**src/rtl/usb_edge_filter_if.sv**
```systemverilog
// Line-input bundle for the USB RX edge filter: raw pins in, filtered level/edges/counters out.
// No latency of its own; carries the filter's registered outputs.
// No backpressure: every signal is level-sampled each clock.
interface usb_edge_filter_if #(
  parameter int NUM_CH = 2,
  parameter int CNT_W  = 8
);
  logic [NUM_CH-1:0]       d_in;
  logic [1:0]              mode;
  logic                    clr_cnt;
  logic [NUM_CH-1:0]       d_level;
  logic [NUM_CH-1:0]       d_edge;
  logic                    any_edge;
  logic [NUM_CH*CNT_W-1:0] edge_cnt;

  // Driver of the raw lines and controls (pins / testbench side).
  modport master (
    output d_in, mode, clr_cnt,
    input  d_level, d_edge, any_edge, edge_cnt
  );

  // The edge filter itself.
  modport slave (
    input  d_in, mode, clr_cnt,
    output d_level, d_edge, any_edge, edge_cnt
  );
endinterface

```
**src/rtl/usb_edge_filter.sv**
```systemverilog
// Multi-channel synchronise + glitch-filter + qualified edge detector with saturating edge counters.
// Latency: level/edge update on edge SYNC_STAGES+FILTER_LEN-1 counting the capturing edge as edge 1.
// No backpressure: free-running, one decision per channel per clock.
module usb_edge_filter #(
  parameter int   NUM_CH      = 2,
  parameter int   SYNC_STAGES = 2,
  parameter int   FILTER_LEN  = 1,
  parameter logic RESET_VAL   = 1'b1,
  parameter int   CNT_W       = 8
) (
  input logic              clk,
  input logic              n_rst,
  usb_edge_filter_if.slave bus
);

  localparam int               RUN_W    = $clog2(FILTER_LEN) + 1;
  localparam logic [RUN_W-1:0] RUN_LAST = RUN_W'(FILTER_LEN - 1);
  localparam logic [RUN_W-1:0] RUN_ONE  = RUN_W'(1);
  localparam logic [CNT_W-1:0] CNT_MAX  = {CNT_W{1'b1}};
  localparam logic [CNT_W-1:0] CNT_ONE  = CNT_W'(1);

  logic [NUM_CH-1:0]       level_v;
  logic [NUM_CH-1:0]       edge_v;
  logic [NUM_CH*CNT_W-1:0] cnt_v;

  for (genvar i = 0; i < NUM_CH; i++) begin : g_ch
    // samp is the value entering the final synchroniser stage; that final stage
    // is merged with the level/run registers so a sample is judged as it lands.
    logic             samp;
    logic [RUN_W-1:0] run_q, run_d;
    logic             level_q, level_d;
    logic             edge_q, edge_d;
    logic [CNT_W-1:0] cnt_q, cnt_d;

    if (SYNC_STAGES > 1) begin : g_pre
      logic [SYNC_STAGES-2:0] pre_q;

      // Leading synchroniser flops, shifting the raw pin towards the filter.
      always_ff @(posedge clk or negedge n_rst) begin
        if (!n_rst) begin
          pre_q <= {(SYNC_STAGES-1){RESET_VAL}};
        end else begin
          pre_q[0] <= bus.d_in[i];
          for (int j = 1; j < SYNC_STAGES-1; j++) begin
            pre_q[j] <= pre_q[j-1];
          end
        end
      end

      assign samp = pre_q[SYNC_STAGES-2];
    end else begin : g_nopre
      assign samp = bus.d_in[i];
    end

    // Glitch filter, edge qualification and counter next-state.
    always_comb begin
      run_d   = '0;
      level_d = level_q;
      edge_d  = 1'b0;
      cnt_d   = cnt_q;
      if (samp != level_q) begin
        if (run_q == RUN_LAST) begin
          level_d = ~level_q;
          // Falling toggle is gated by mode[1], rising by mode[0].
          edge_d  = level_q ? bus.mode[1] : bus.mode[0];
        end else begin
          run_d = run_q + RUN_ONE;
        end
      end
      // A clear wins over a coincident edge; the pulse itself is unaffected.
      if (bus.clr_cnt) begin
        cnt_d = '0;
      end else if (edge_d && (cnt_q != CNT_MAX)) begin
        cnt_d = cnt_q + CNT_ONE;
      end
    end

    // Per-channel state; a reset mid-run throws away the partial count.
    always_ff @(posedge clk or negedge n_rst) begin
      if (!n_rst) begin
        run_q   <= '0;
        level_q <= RESET_VAL;
        edge_q  <= 1'b0;
        cnt_q   <= '0;
      end else begin
        run_q   <= run_d;
        level_q <= level_d;
        edge_q  <= edge_d;
        cnt_q   <= cnt_d;
      end
    end

    assign level_v[i]                = level_q;
    assign edge_v[i]                 = edge_q;
    assign cnt_v[i*CNT_W +: CNT_W]   = cnt_q;
  end

  assign bus.d_level  = level_v;
  assign bus.d_edge   = edge_v;
  assign bus.edge_cnt = cnt_v;
  assign bus.any_edge = |edge_v;

endmodule

```
**src/flat_wrapper.sv**
```systemverilog
// flat-port wrapper written by rule: the top's interface ports become plain ports
module usb_edge_filter_flat 
#(
  parameter int   NUM_CH      = 2,
  parameter int   SYNC_STAGES = 2,
  parameter int   FILTER_LEN  = 1,
  parameter logic RESET_VAL   = 1'b1,
  parameter int   CNT_W       = 8
)
  (clk, n_rst, bus_d_in, bus_mode, bus_clr_cnt, bus_d_level, bus_d_edge, bus_any_edge, bus_edge_cnt);
  usb_edge_filter_if #(.NUM_CH(NUM_CH), .CNT_W(CNT_W)) bus_i ();
  input logic clk;
  input logic n_rst;
  input wire logic [$bits(bus_i.d_in)-1:0] bus_d_in;
  input wire logic [$bits(bus_i.mode)-1:0] bus_mode;
  input wire logic [$bits(bus_i.clr_cnt)-1:0] bus_clr_cnt;
  output wire logic [$bits(bus_i.d_level)-1:0] bus_d_level;
  output wire logic [$bits(bus_i.d_edge)-1:0] bus_d_edge;
  output wire logic [$bits(bus_i.any_edge)-1:0] bus_any_edge;
  output wire logic [$bits(bus_i.edge_cnt)-1:0] bus_edge_cnt;
  assign bus_i.d_in = bus_d_in;
  assign bus_i.mode = bus_mode;
  assign bus_i.clr_cnt = bus_clr_cnt;
  assign bus_d_level = bus_i.d_level;
  assign bus_d_edge = bus_i.d_edge;
  assign bus_any_edge = bus_i.any_edge;
  assign bus_edge_cnt = bus_i.edge_cnt;
  usb_edge_filter #(.NUM_CH(NUM_CH), .SYNC_STAGES(SYNC_STAGES), .FILTER_LEN(FILTER_LEN), .RESET_VAL(RESET_VAL), .CNT_W(CNT_W)) u_core (.clk(clk), .n_rst(n_rst), .bus(bus_i));
endmodule
```
**config.mk**
```make
export PLATFORM = sky130hd
export DESIGN_NAME = usb_edge_filter_flat
export DESIGN_NICKNAME = d
export VERILOG_FILES = /design/src/rtl/usb_edge_filter_if.sv /design/src/rtl/usb_edge_filter.sv /design/src/flat_wrapper.sv
export SDC_FILE = /design/constraint.sdc
export NUM_CORES = 1
export LEC_CHECK = 0
export ABC_CLOCK_PERIOD_IN_PS = 2200
export CAP_MARGIN = 40
export CORE_MARGIN = 4
export CORE_UTILIZATION = 48
export DETAILED_ROUTE_END_ITERATION = 16
export PLACE_DENSITY = 0.87
export SETUP_SLACK_MARGIN = 0.3
export SLEW_MARGIN = 40
export SYNTH_ARGS = -nofsm -noshare
export SYNTH_HDL_FRONTEND = slang
export SYNTH_SLANG_ARGS = --single-unit
```
**constraint.sdc**
```tcl
create_clock -name clk -period 2.2 [get_ports clk]
set_input_delay 0.22 -clock clk [delete_from_list [all_inputs] [get_ports clk]]
set_output_delay 0.22 -clock clk [all_outputs]
set_load 0.01 [all_outputs]
```
==> results of run 1 <==
==> power by group <==
part / switching, mW / internal, mW / total (mW)
combinational: 0.0455 / 0.0477 / 0.0932
clock: 0.121 / 0.101 / 0.223
sequential: 0.0118 / 0.419 / 0.431
total: 0.179 / 0.568 / 0.747
==> placed cells by master, fill, tap and decap left out, drive strengths merged <==
master / netlist / layout
clkbuf: 4 / 4
xor2: 1 / 1
nand3b: 5 / 5
nor2b: 1 / 1
and3: 2 / 2
o2bb2ai: 1 / 1
nor2: 10 / 10
o21ai: 3 / 3
a2bb2oi: 1 / 1
nor3: 1 / 1
mux2i: 3 / 3
xnor2: 2 / 2
or3: 3 / 3
dfstp: 4 / 4
a211oi: 1 / 1
a21oi: 8 / 8
buf: 5 / 2
ha: 2 / 2
inv: 2 / 2
o31ai: 3 / 3
clkdlybuf4s50: 0 / 27
or4: 3 / 3
dfrtp: 18 / 18
or2: 1 / 1
nand3: 7 / 7
a2111oi: 2 / 2
mux2: 1 / 1
a21bo: 1 / 1
nand2: 7 / 7
a31o: 1 / 1
nand4: 3 / 3
==> per-layer routing <==
metal / part of all wire, % / up-vias / track usage [%]
li1: - / 429 / -
met1: 42 / 423 / 17.92
met2: 51 / 24 / 28.06
met3: 5.6 / 3 / 3.620
met4: 1.0 / 0 / 3.974
met5: 0 / - / 0
==> final cells by class <==
cell class | instances | area (um2)
repair buffers | 29 | 285.3
fillers | 186 | 790.8
multi-input cells | 73 | 544.3
well taps | 28 | 35.03
flip-flops and latches | 22 | 555.5
inverters | 2 | 7.507
clock buffers | 4 | 36.28
==> critical path: stages (launching register included) <==
cell	delay [ns]
dfrtp_1	0.45
ha_1	0.27
nand4_2	0.18
a2bb2oi_4	0.27
nand4_1	0.14
mux2_1	0.32
==> per-stage QoR <==
stage	cell area (um2)	utilization [%]	cells
detailed placement	1428	63.32	154
global route	1464	64.93	158
floorplan	1164	-	106
global placement	1428	63.32	154
finish	1464	64.93	158
CTS	1464	64.93	158
==> worst max path at each step <==
stage          cells after the start                     from                      end  slack [ns]
2_1_floorplan                      5  u_core.g_ch[1].cnt_q[0]  u_core.g_ch[1].cnt_q[3]        0.56
3_3_place_gp                       5              bus_mode[0]  u_core.g_ch[0].cnt_q[5]        0.40
3_5_place_dp                       5              bus_mode[1]  u_core.g_ch[0].cnt_q[5]        0.34
4_1_cts                            5  u_core.g_ch[1].cnt_q[0]  u_core.g_ch[1].cnt_q[3]        0.46
5_1_grt                            5  u_core.g_ch[1].cnt_q[0]  u_core.g_ch[1].cnt_q[3]        0.38
6_report                           5  u_core.g_ch[1].cnt_q[0]  u_core.g_ch[1].cnt_q[3]        0.47
==> flip-flops by register name, summed over array words and instances, names as in the netlist <==
| register | count |
|---|---|
| u_core.g_ch.cnt_q | 16 |
| u_core.g_ch.edge_q | 2 |
| u_core.g_ch.g_pre.pre_q | 2 |
| u_core.g_ch.level_q | 2 |
==> cells by family after synthesis <==
kind of cell | synth area share [%]
AOI/OAI and AO/OA | 16.13
xor gates and xnor gates | 2.258
adders and majority gates | 2.150
buffers and inverters | 5.484
DFF | 47.74
muxes | 3.548
and+or+nand+nor | 22.69
==> results.md, run 1 <==
* Clock Pin Slew Worst Setup and Hold Paths at 0.12 ns
* HPWL Detailed at around 1800 um
* Final min period at 1.734 ns
* Slew headroom at between 60% and 70%
* Final hold vios at 0
* RSZ-0062 raised after global routing: no
* Synthesis-to-finish area growth at 25.81%
* Setup_tns at 0 ns
* Final setup violation count at 0
* DR iter-0 viols at 16
* CTS Hold Bufs at 0
* # diodes at 0
* Sequential area share after synthesis at between 40% and 50%
* Root buffer cell: clkbuf_4
* Largest net degree at the start of global routing at 15
* Pre-CTS setup slack at roughly 0.34 ns
* Top cell type's share of synthesized area at 38.71%
* Skew final at between 0.003 and 0.004 ns
* Vias in the first global route at 917
* Skew-Pair Late Insertion Delay at 0.31 ns
* Via count at 879
* Final WS setup at 0.4660 ns
* P per Cell Area at 510.0 nW/um2
* CP Max Fanout at 7
* Routability cong. at 0.7603
* Detail Route Antenna Nets at 0
* Initial core utilization at 51.61%
* Pwr Total at roughly 0.75 mW
* Fin nets at 140
* Top-count cell post-synth: dfrtp_1
* Number of flops mapped to enable cells by yosys at 0
* Main synth FF type: dfrtp_1
* Maximum VDD drop at 419.4 uV
* R2R depth at 5
* Final period utilization at 78.82%
* Post_cts resized at 0
* GRT Util Overall at 15.36%
* Max clock buf depth at 2
* DRC at 0
* Full die area at around 3300 um2
* Ys Warns at 0
* Worst Path Required at 2.41 ns
* Synth cell types at 34
* Hold Crit Class: input port to async pin
* Die Y at 57.24 um
* Setup Fix Bufs, Post-CTS at 0
* Total wire length at about 2300 um
* Worst r2r dst: u_core.g_ch[1].cnt_q[3]
* Core area at 2255 um2
* Wirelength per Cell at roughly 15 um
* Reg2reg start: u_core.g_ch[1].cnt_q[0]
* Initial antenna violation count at 0
* Buffers on Ports at 27
* Leak at 0.6014 nW
* Fmax at 576.7 MHz
* Clock sink total at 22
* #FFs+latches synth at 22
* Mapped Nets at ~120
* GR Overflow Total at 0
* Htree depth at 1
* Die X-Extent at 57.24 um
* First-pass GRT wire length at 4008 um
* Synth area leaders: dfrtp_1 (39%), dfstp_2 (9.0%), a21oi_1 (3.4%)
* Netlist area before placement at 1164 um2
* Cell taking the most area after synthesis: dfrtp_1
* # IOs at 28
* Worst Setup End Kind: register
* Synth Instances at 106
* Startpoint Class: register
* Post-synthesis async set-or-reset flop share at 100.0%
* Crit path DAT at ~1.9 ns
* Most frequent cells after synthesis: dfrtp_1 (18), nor2_1 (10), a21oi_1 (8)
* Drt pass-1 iters at 4
* Share of post-route cells with drive strength above 1 at 16.15%
* Hold WS at around 0.2 ns
* CTS tree: yes
* Num CTS Buffers at 3
* CP Class: register to register
* Outcome: finished, final reports clean
* Via-to-Cell Ratio at 5.563
* Cell Rows at 17
* Mean post-synth cell area at 10.98 um2
* # Max-Cap Violations at 0
* Pins Over Slew Limit at 0
* Worst-margin pin slew at 0.4988 ns
* Setup slack, reg-to-reg at 0.47 ns
(Power assumes the default switching activity.)
==> run 2: changes to the inputs <==
--- a/config.mk
+++ b/config.mk
@@ -5,7 +5,7 @@
 export SDC_FILE = /design/constraint.sdc
 export NUM_CORES = 1
 export LEC_CHECK = 0
-export ABC_CLOCK_PERIOD_IN_PS = 2200
+export ABC_CLOCK_PERIOD_IN_PS = 1600
 export CAP_MARGIN = 40
 export CORE_MARGIN = 4
 export CORE_UTILIZATION = 48
==> constraint.sdc (replaced) <==
create_clock -name clk -period 1.6 [get_ports clk]
set_input_delay 0.16 -clock clk [delete_from_list [all_inputs] [get_ports clk]]
set_output_delay 0.16 -clock clk [all_outputs]
set_load 0.01 [all_outputs]
==> run 2 against run 1 <==
Net effect:
- final area is 24% higher
- combinational power is 110% higher
- register-to-register slack worse by 0.45 ns
- global-route usage up 4.8 points
- critical path depth shrank 1
- count of clock-buffer cells in the layout is the same
- maximum frequency increased by 9.6%
- worst setup slack got worse by 0.45 ns
- routed wire length increased by 40%
==> results.md, run 2 (synthesis gave the netlist of run 1 again) <==
* Outcome: finished, final reports clean
* Final period utilization at 98.92%
* Reg power frac at 53.9%
* CTS Hold Bufs at 0
* Root buffer cell: clkbuf_4
* Core area at 2255 um2
* Pint at 0.8201 mW
* Die X-Extent at 57.24 um
* Slew headroom at 74.64%
* Vias in the first global route at 1118
* First-pass GRT wire length at around 5200 um
* Final setup violation count at 0
* CP max-delay cell: dfstp_2
* Final hold vios at 0
* # Max-Cap Violations at 0
* Via count at between 1000 and 1500
* CP Class: register to register
* Hold Crit Class: input port to async pin
* Crit path cell chain: nand3b_1 -> o2bb2ai_4 -> or4_4 -> a21oi_2
* Worst-margin pin slew at 0.3793 ns
* CP Max Fanout at 5
* CTS tree: yes
* Slowest stage delay, CP at 0.57 ns
* Clock power frac at 28.5%
* DRC at 0
* Detail Route Antenna Nets at 0
* P_sw at 0.2765 mW
* Total wire length at 3244 um
* Skew final at around 0.0023 ns
* Cell Rows at 17
* Largest Register: u_core.g_ch.cnt_q
* Die Y at around 57 um
* # diodes at 0
* Leak at about 0.84 nW
* GRT Util Overall at 20.12%
* Drt pass-1 iters at 4
* Share of post-route cells with drive strength above 1 at 47.20%
* Num CTS Buffers at 3
* Post-route cell area at ~1800 um2
* Worst Path Required at 1.85 ns
* Pins Over Slew Limit at 0
* Via-to-Cell Ratio at ~5.6
* Startpoint Class: register
* Buffers on Ports at 27
* Htree depth at 1
* Clock sink total at 22
* Final min period at 1.583 ns
* Initial antenna violation count at 0
* Clock Pin Slew Worst Setup and Hold Paths at approximately 0.12 ns
* HPWL Detailed at between 1500 and 2000 um
* Fin nets at between 150 and 200
* CP delay by family, top: simple AND/OR/NAND/NOR gates
* Routability cong. at approximately 0.81
* Max clock buf depth at 2
* Synthesis-to-finish area growth at 55.48%
* Maximum VDD drop at 757.1 uV
* Fmax at 631.8 MHz
* Initial core utilization at about half
* Buf/Inv on CP at 0
* Largest net degree at the start of global routing at 23
* Worst Setup End Kind: register
* # IOs at 28
* P per Cell Area at between 600 and 700 nW/um2
* Crit path DAT at 1.83 ns
* Dpl cell area at 1536 um2
* DR iter-0 viols at 21
* Sw Share at 25.21%
* Hold WS at about 0.19 ns
* Gate power share at 17.6%
* RSZ-0062 raised after global routing: yes
* Full die area at 3276 um2
* GR Overflow Total at 0
* Skew-Pair Late Insertion Delay at 0.31 ns
* Max reg flops at 16
* Most frequent cells in the layout: buf_4 (28), dlygate4sd2_1 (15), dfrtp_1 (11), nor2_1 (10), clkdlybuf4s50_1 (8)
* Wirelength per Cell at 17.16 um
* Most common cell after layout, fill and taps aside: buf_4
==> run 2: cell count changes in the layout (fill, tap and decap cells not counted), moves of 4 or more <==
cell,change
a21oi_1,-5
a21oi_2,+4
buf_4,+26
buf_6,+5
clkdlybuf4s50_1,-19
dfrtp_1,-7
dfrtp_2,+7
dlygate4sd2_1,+15
==> run 2: path summary, 6_finish.rpt <==
check	start	end	slack, ns	depth (start not counted)
worst max-delay path	u_core.g_ch[0].g_pre.pre_q	u_core.g_ch[0].cnt_q[5]	0.02	4
worst min-delay path	n_rst	u_core.g_ch[0].cnt_q[5]	0.19	2
worst max register to register	u_core.g_ch[0].g_pre.pre_q	u_core.g_ch[0].cnt_q[5]	0.02	4
worst min register to register	u_core.g_ch[0].g_pre.pre_q	u_core.g_ch[0].level_q	0.39	0
max in group asynchronous	n_rst	u_core.g_ch[0].level_q	1.13	2
min in group clk	bus_d_in[1]	u_core.g_ch[1].g_pre.pre_q	0.24	1
==> run 2: power groups by stage <==
stage / registers (mW) / clock network (mW) / logic [mW]
after CTS: 0.593 / 0.314 / 0.169
after detailed placement: 0.606 / 0 / 0.149
after global placement: 0.604 / 0 / 0.145
after floorplan: 0.606 / 0 / 0.0720
after global routing: 0.594 / 0.337 / 0.207
final: 0.591 / 0.312 / 0.193
==> run 2: layout make-up <==
type | count | area, um2
inverter | 2 | 7.507
clock buffer | 4 | 36.28
sequential | 22 | 564.3
timing repair buffer | 60 | 513.0
multi-input combinational | 73 | 653.1
tap | 28 | 35.03
fill | 147 | 445.4
==> run 2: what timing repair did <==
action,in CTS,in global routing
pin swaps,12,7
resized for setup,36,15
buffers inserted,18,6
endpoints found under the setup margin,37,22
==> run 2: through the flow <==
step / utilization, % / setup WS (ns) / cells / setup TNS (ns) / power [mW]
final: 80.24 / 0.01727 / 189 / 0 / 1.097
after global routing: 80.24 / -0.04472 / 189 / -0.1546 / 1.138
after CTS: 77.69 / 0.02209 / 183 / 0 / 1.075
after detailed placement: 68.15 / -0.1334 / 161 / -0.6360 / 0.7545
after global placement: 68.15 / -0.05616 / 161 / -0.2017 / 0.7488
after floorplan: - / 0.07914 / 106 / 0 / 0.6779
==> run 2: layer usage <==
metal  vias to the layer above  track usage, %  part of all wire [%]
met5                         -               0                     0
met4                         0           5.960                   1.5
met3                         6           2.262                   4.7
met2                        37           37.36                    53
met1                       532           24.22                    41
li1                        486               -                     -
==> edit: new RTL, flow settings as in run 2 <==
`RESET_VAL` is set to 1'b1 in 2 places; all go to 1'b0.
--- a/src/rtl/usb_edge_filter.sv
+++ b/src/rtl/usb_edge_filter.sv
@@ -5,7 +5,7 @@
   parameter int   NUM_CH      = 2,
   parameter int   SYNC_STAGES = 2,
   parameter int   FILTER_LEN  = 1,
-  parameter logic RESET_VAL   = 1'b1,
+  parameter logic RESET_VAL   = 1'b0,
   parameter int   CNT_W       = 8
 ) (
   input logic              clk,
--- a/src/flat_wrapper.sv
+++ b/src/flat_wrapper.sv
@@ -4,7 +4,7 @@
   parameter int   NUM_CH      = 2,
   parameter int   SYNC_STAGES = 2,
   parameter int   FILTER_LEN  = 1,
-  parameter logic RESET_VAL   = 1'b1,
+  parameter logic RESET_VAL   = 1'b0,
   parameter int   CNT_W       = 8
 )
   (clk, n_rst, bus_d_in, bus_mode, bus_clr_cnt, bus_d_level, bus_d_edge, bus_any_edge, bus_edge_cnt);
Formal check against the unedited RTL: not equivalent (Yosys sat finds a counterexample within 4 cycles, from zero or initial values and one cycle with n_rst low).
==> edit against run 2 <==
- sequential cell count is the same
- final area grew 11%
- first-iteration DRC count grew 76%
- area after synthesis shrank 0.43%
- power grew 4.7%
- routed wire length grew 32%
- setup slack lost 0.015 ns
==> edit: results (changes against run 2) <==
metric,value,unit,change
Post-synth top cells,"dfrtp_1, nor2_1, a21oi_1",,unchanged
class of the worst hold path,in2async,,unchanged
Largest Register,u_core.g_ch.cnt_q,,unchanged
Synth area leaders,"dfrtp_1, a21oi_1, nand3b_4",,"was dfrtp_1, dfstp_2, a21oi_1"
Tightest Pin Transition,0.501,ns,was 0.379 ns
Tot GR Track Use,24.1,%,was 20.1%
Nets,186,,was 171
I/O Buffers,27,,unchanged
status,"complete, no violations",,unchanged
first-pass GRT wire length,6000,µm,was 5230 µm
wire length per cell,21.0,µm,was 17.2 µm
worst vdd ir,856,µV,was 757 µV
Syn Inst Count,106,,unchanged
Cell variety after synth,33,,was 34
Critical R2R Launch,u_core.g_ch[1].cnt_q[0],,was u_core.g_ch[0].g_pre.pre_q
hpwl dp,1880,µm,about the same
share of post-route cells with drive strength above 1,58.0,%,was 47.2%
leakage,0.922,nW,was 0.841 nW
CP max FO,4,,was 5
Via-to-Cell Ratio,5.82,,was 5.61
Inst Count DP,162,,was 161
Starting DRT DRC Count,37,,was 21
"Hold Vio Cnt, Final",0,,unchanged
Fillers,105,,was 147
clk slew on worst S/H paths,0.13,ns,
CTS Buf Count,3,,unchanged
Diodes inserted,0,,unchanged
sequential area share after synthesis,47.5,%,was 47.7%
Root Driver,clkbuf_4,,unchanged
antenna violations before repair,0,,unchanged
Worst Setup Start Kind,flip-flop,,unchanged
router iterations before antenna repair,4,,unchanged
GP Congestion,0.837,,was 0.814
"FFs w/ async S/R, synth",100,%,unchanged
CTS max path bufs,2,,unchanged
clk_skew,0.000991,ns,was 0.00229 ns
total vias in the final route,1187,,was 1061
Yosys warnings,0,,unchanged
max FFs per register,16,,unchanged
Clock Latency Late Sink,0.34,ns,was 0.31 ns
CP arrival,1.83,ns,about the same
largest net degree at the start of global routing,23,,unchanged
H-tree depth,1,,unchanged
syn_nets,115,,unchanged
## edit: metrics by stage
| stage | area, µm² | setup TNS (ns) | setup WS [ns] |
|---|---|---|---|
| 2_1_floorplan | 1220 | 0 | 0.0856 |
| 3_3_place_gp | 1540 | -0.132 | -0.0517 |
| 3_5_place_dp | 1540 | -0.581 | -0.105 |
| 4_1_cts | 1840 | 0 | 0.0735 |
| 5_1_grt | 2000 | -0.174 | -0.0730 |
| 6_report | 2000 | 0 | 0.00199 |
## edit: cell families after synthesis
logic type / synth area share [%]
fa+ha+maj: 2.16
mux: 3.56
xor+xnor: 2.27
compound gates: 16.2
simple gates: 22.8
flops: 47.5
buf+inv: 5.51
## edit: where the power goes
part	internal, mW	total [mW]	switching (mW)
combinational	0.121	0.226	0.105
clock	0.140	0.335	0.195
sequential	0.572	0.587	0.0151
## edit: path summary, 6_finish.rpt
kind / slack [ns] / cells after the start / to
hold / removal: 0.16 / 2 / u_core.g_ch[0].cnt_q[5]
min in group clk: 0.24 / 1 / u_core.g_ch[0].g_pre.pre_q
setup / recovery: 0.002 / 5 / u_core.g_ch[1].cnt_q[3]
setup reg to reg: 0.002 / 5 / u_core.g_ch[1].cnt_q[3]
hold reg to reg: 0.45 / 0 / u_core.g_ch[0].level_q
max in group asynchronous: 1.19 / 2 / u_core.g_ch[1].cnt_q[5]
## edit: worst max-delay path: stages, from the launching register on
cell and delay [ns]:
dfrtp_2 0.46, ha_4 0.18, nand4_4 0.13, a2bb2oi_4 0.25, nand4_1 0.15, mux2_4 0.33
## edit: timing repair
action                                  in CTS  in global routing
gates cloned                                 0                  0
endpoints found under the setup margin      37                 24
hold endpoints to repair                     0                  0
hold buffers                                 0                  0
pin swaps                                    8                 14
buffers inserted                            29                  9
resized for setup                           37                 49
## edit: final cells by class
cell class	count	area share, %
Timing Repair Buffer	75	32.5
Tap cell	28	1.75
Sequential cell	22	28.0
Clock buffer	4	1.81
Inverter	2	0.375
Multi-Input combinational cell	73	35.5
## edit: layer usage
layer / global-route usage (%) / vias to the layer above / part of all wire, %
met5: 0 / - / 0
met4: 9.60 / 0 / 3.1
met3: 6.33 / 11 / 6.4
met2: 42.7 / 61 / 51
met1: 27.5 / 591 / 39
li1: - / 524 / -
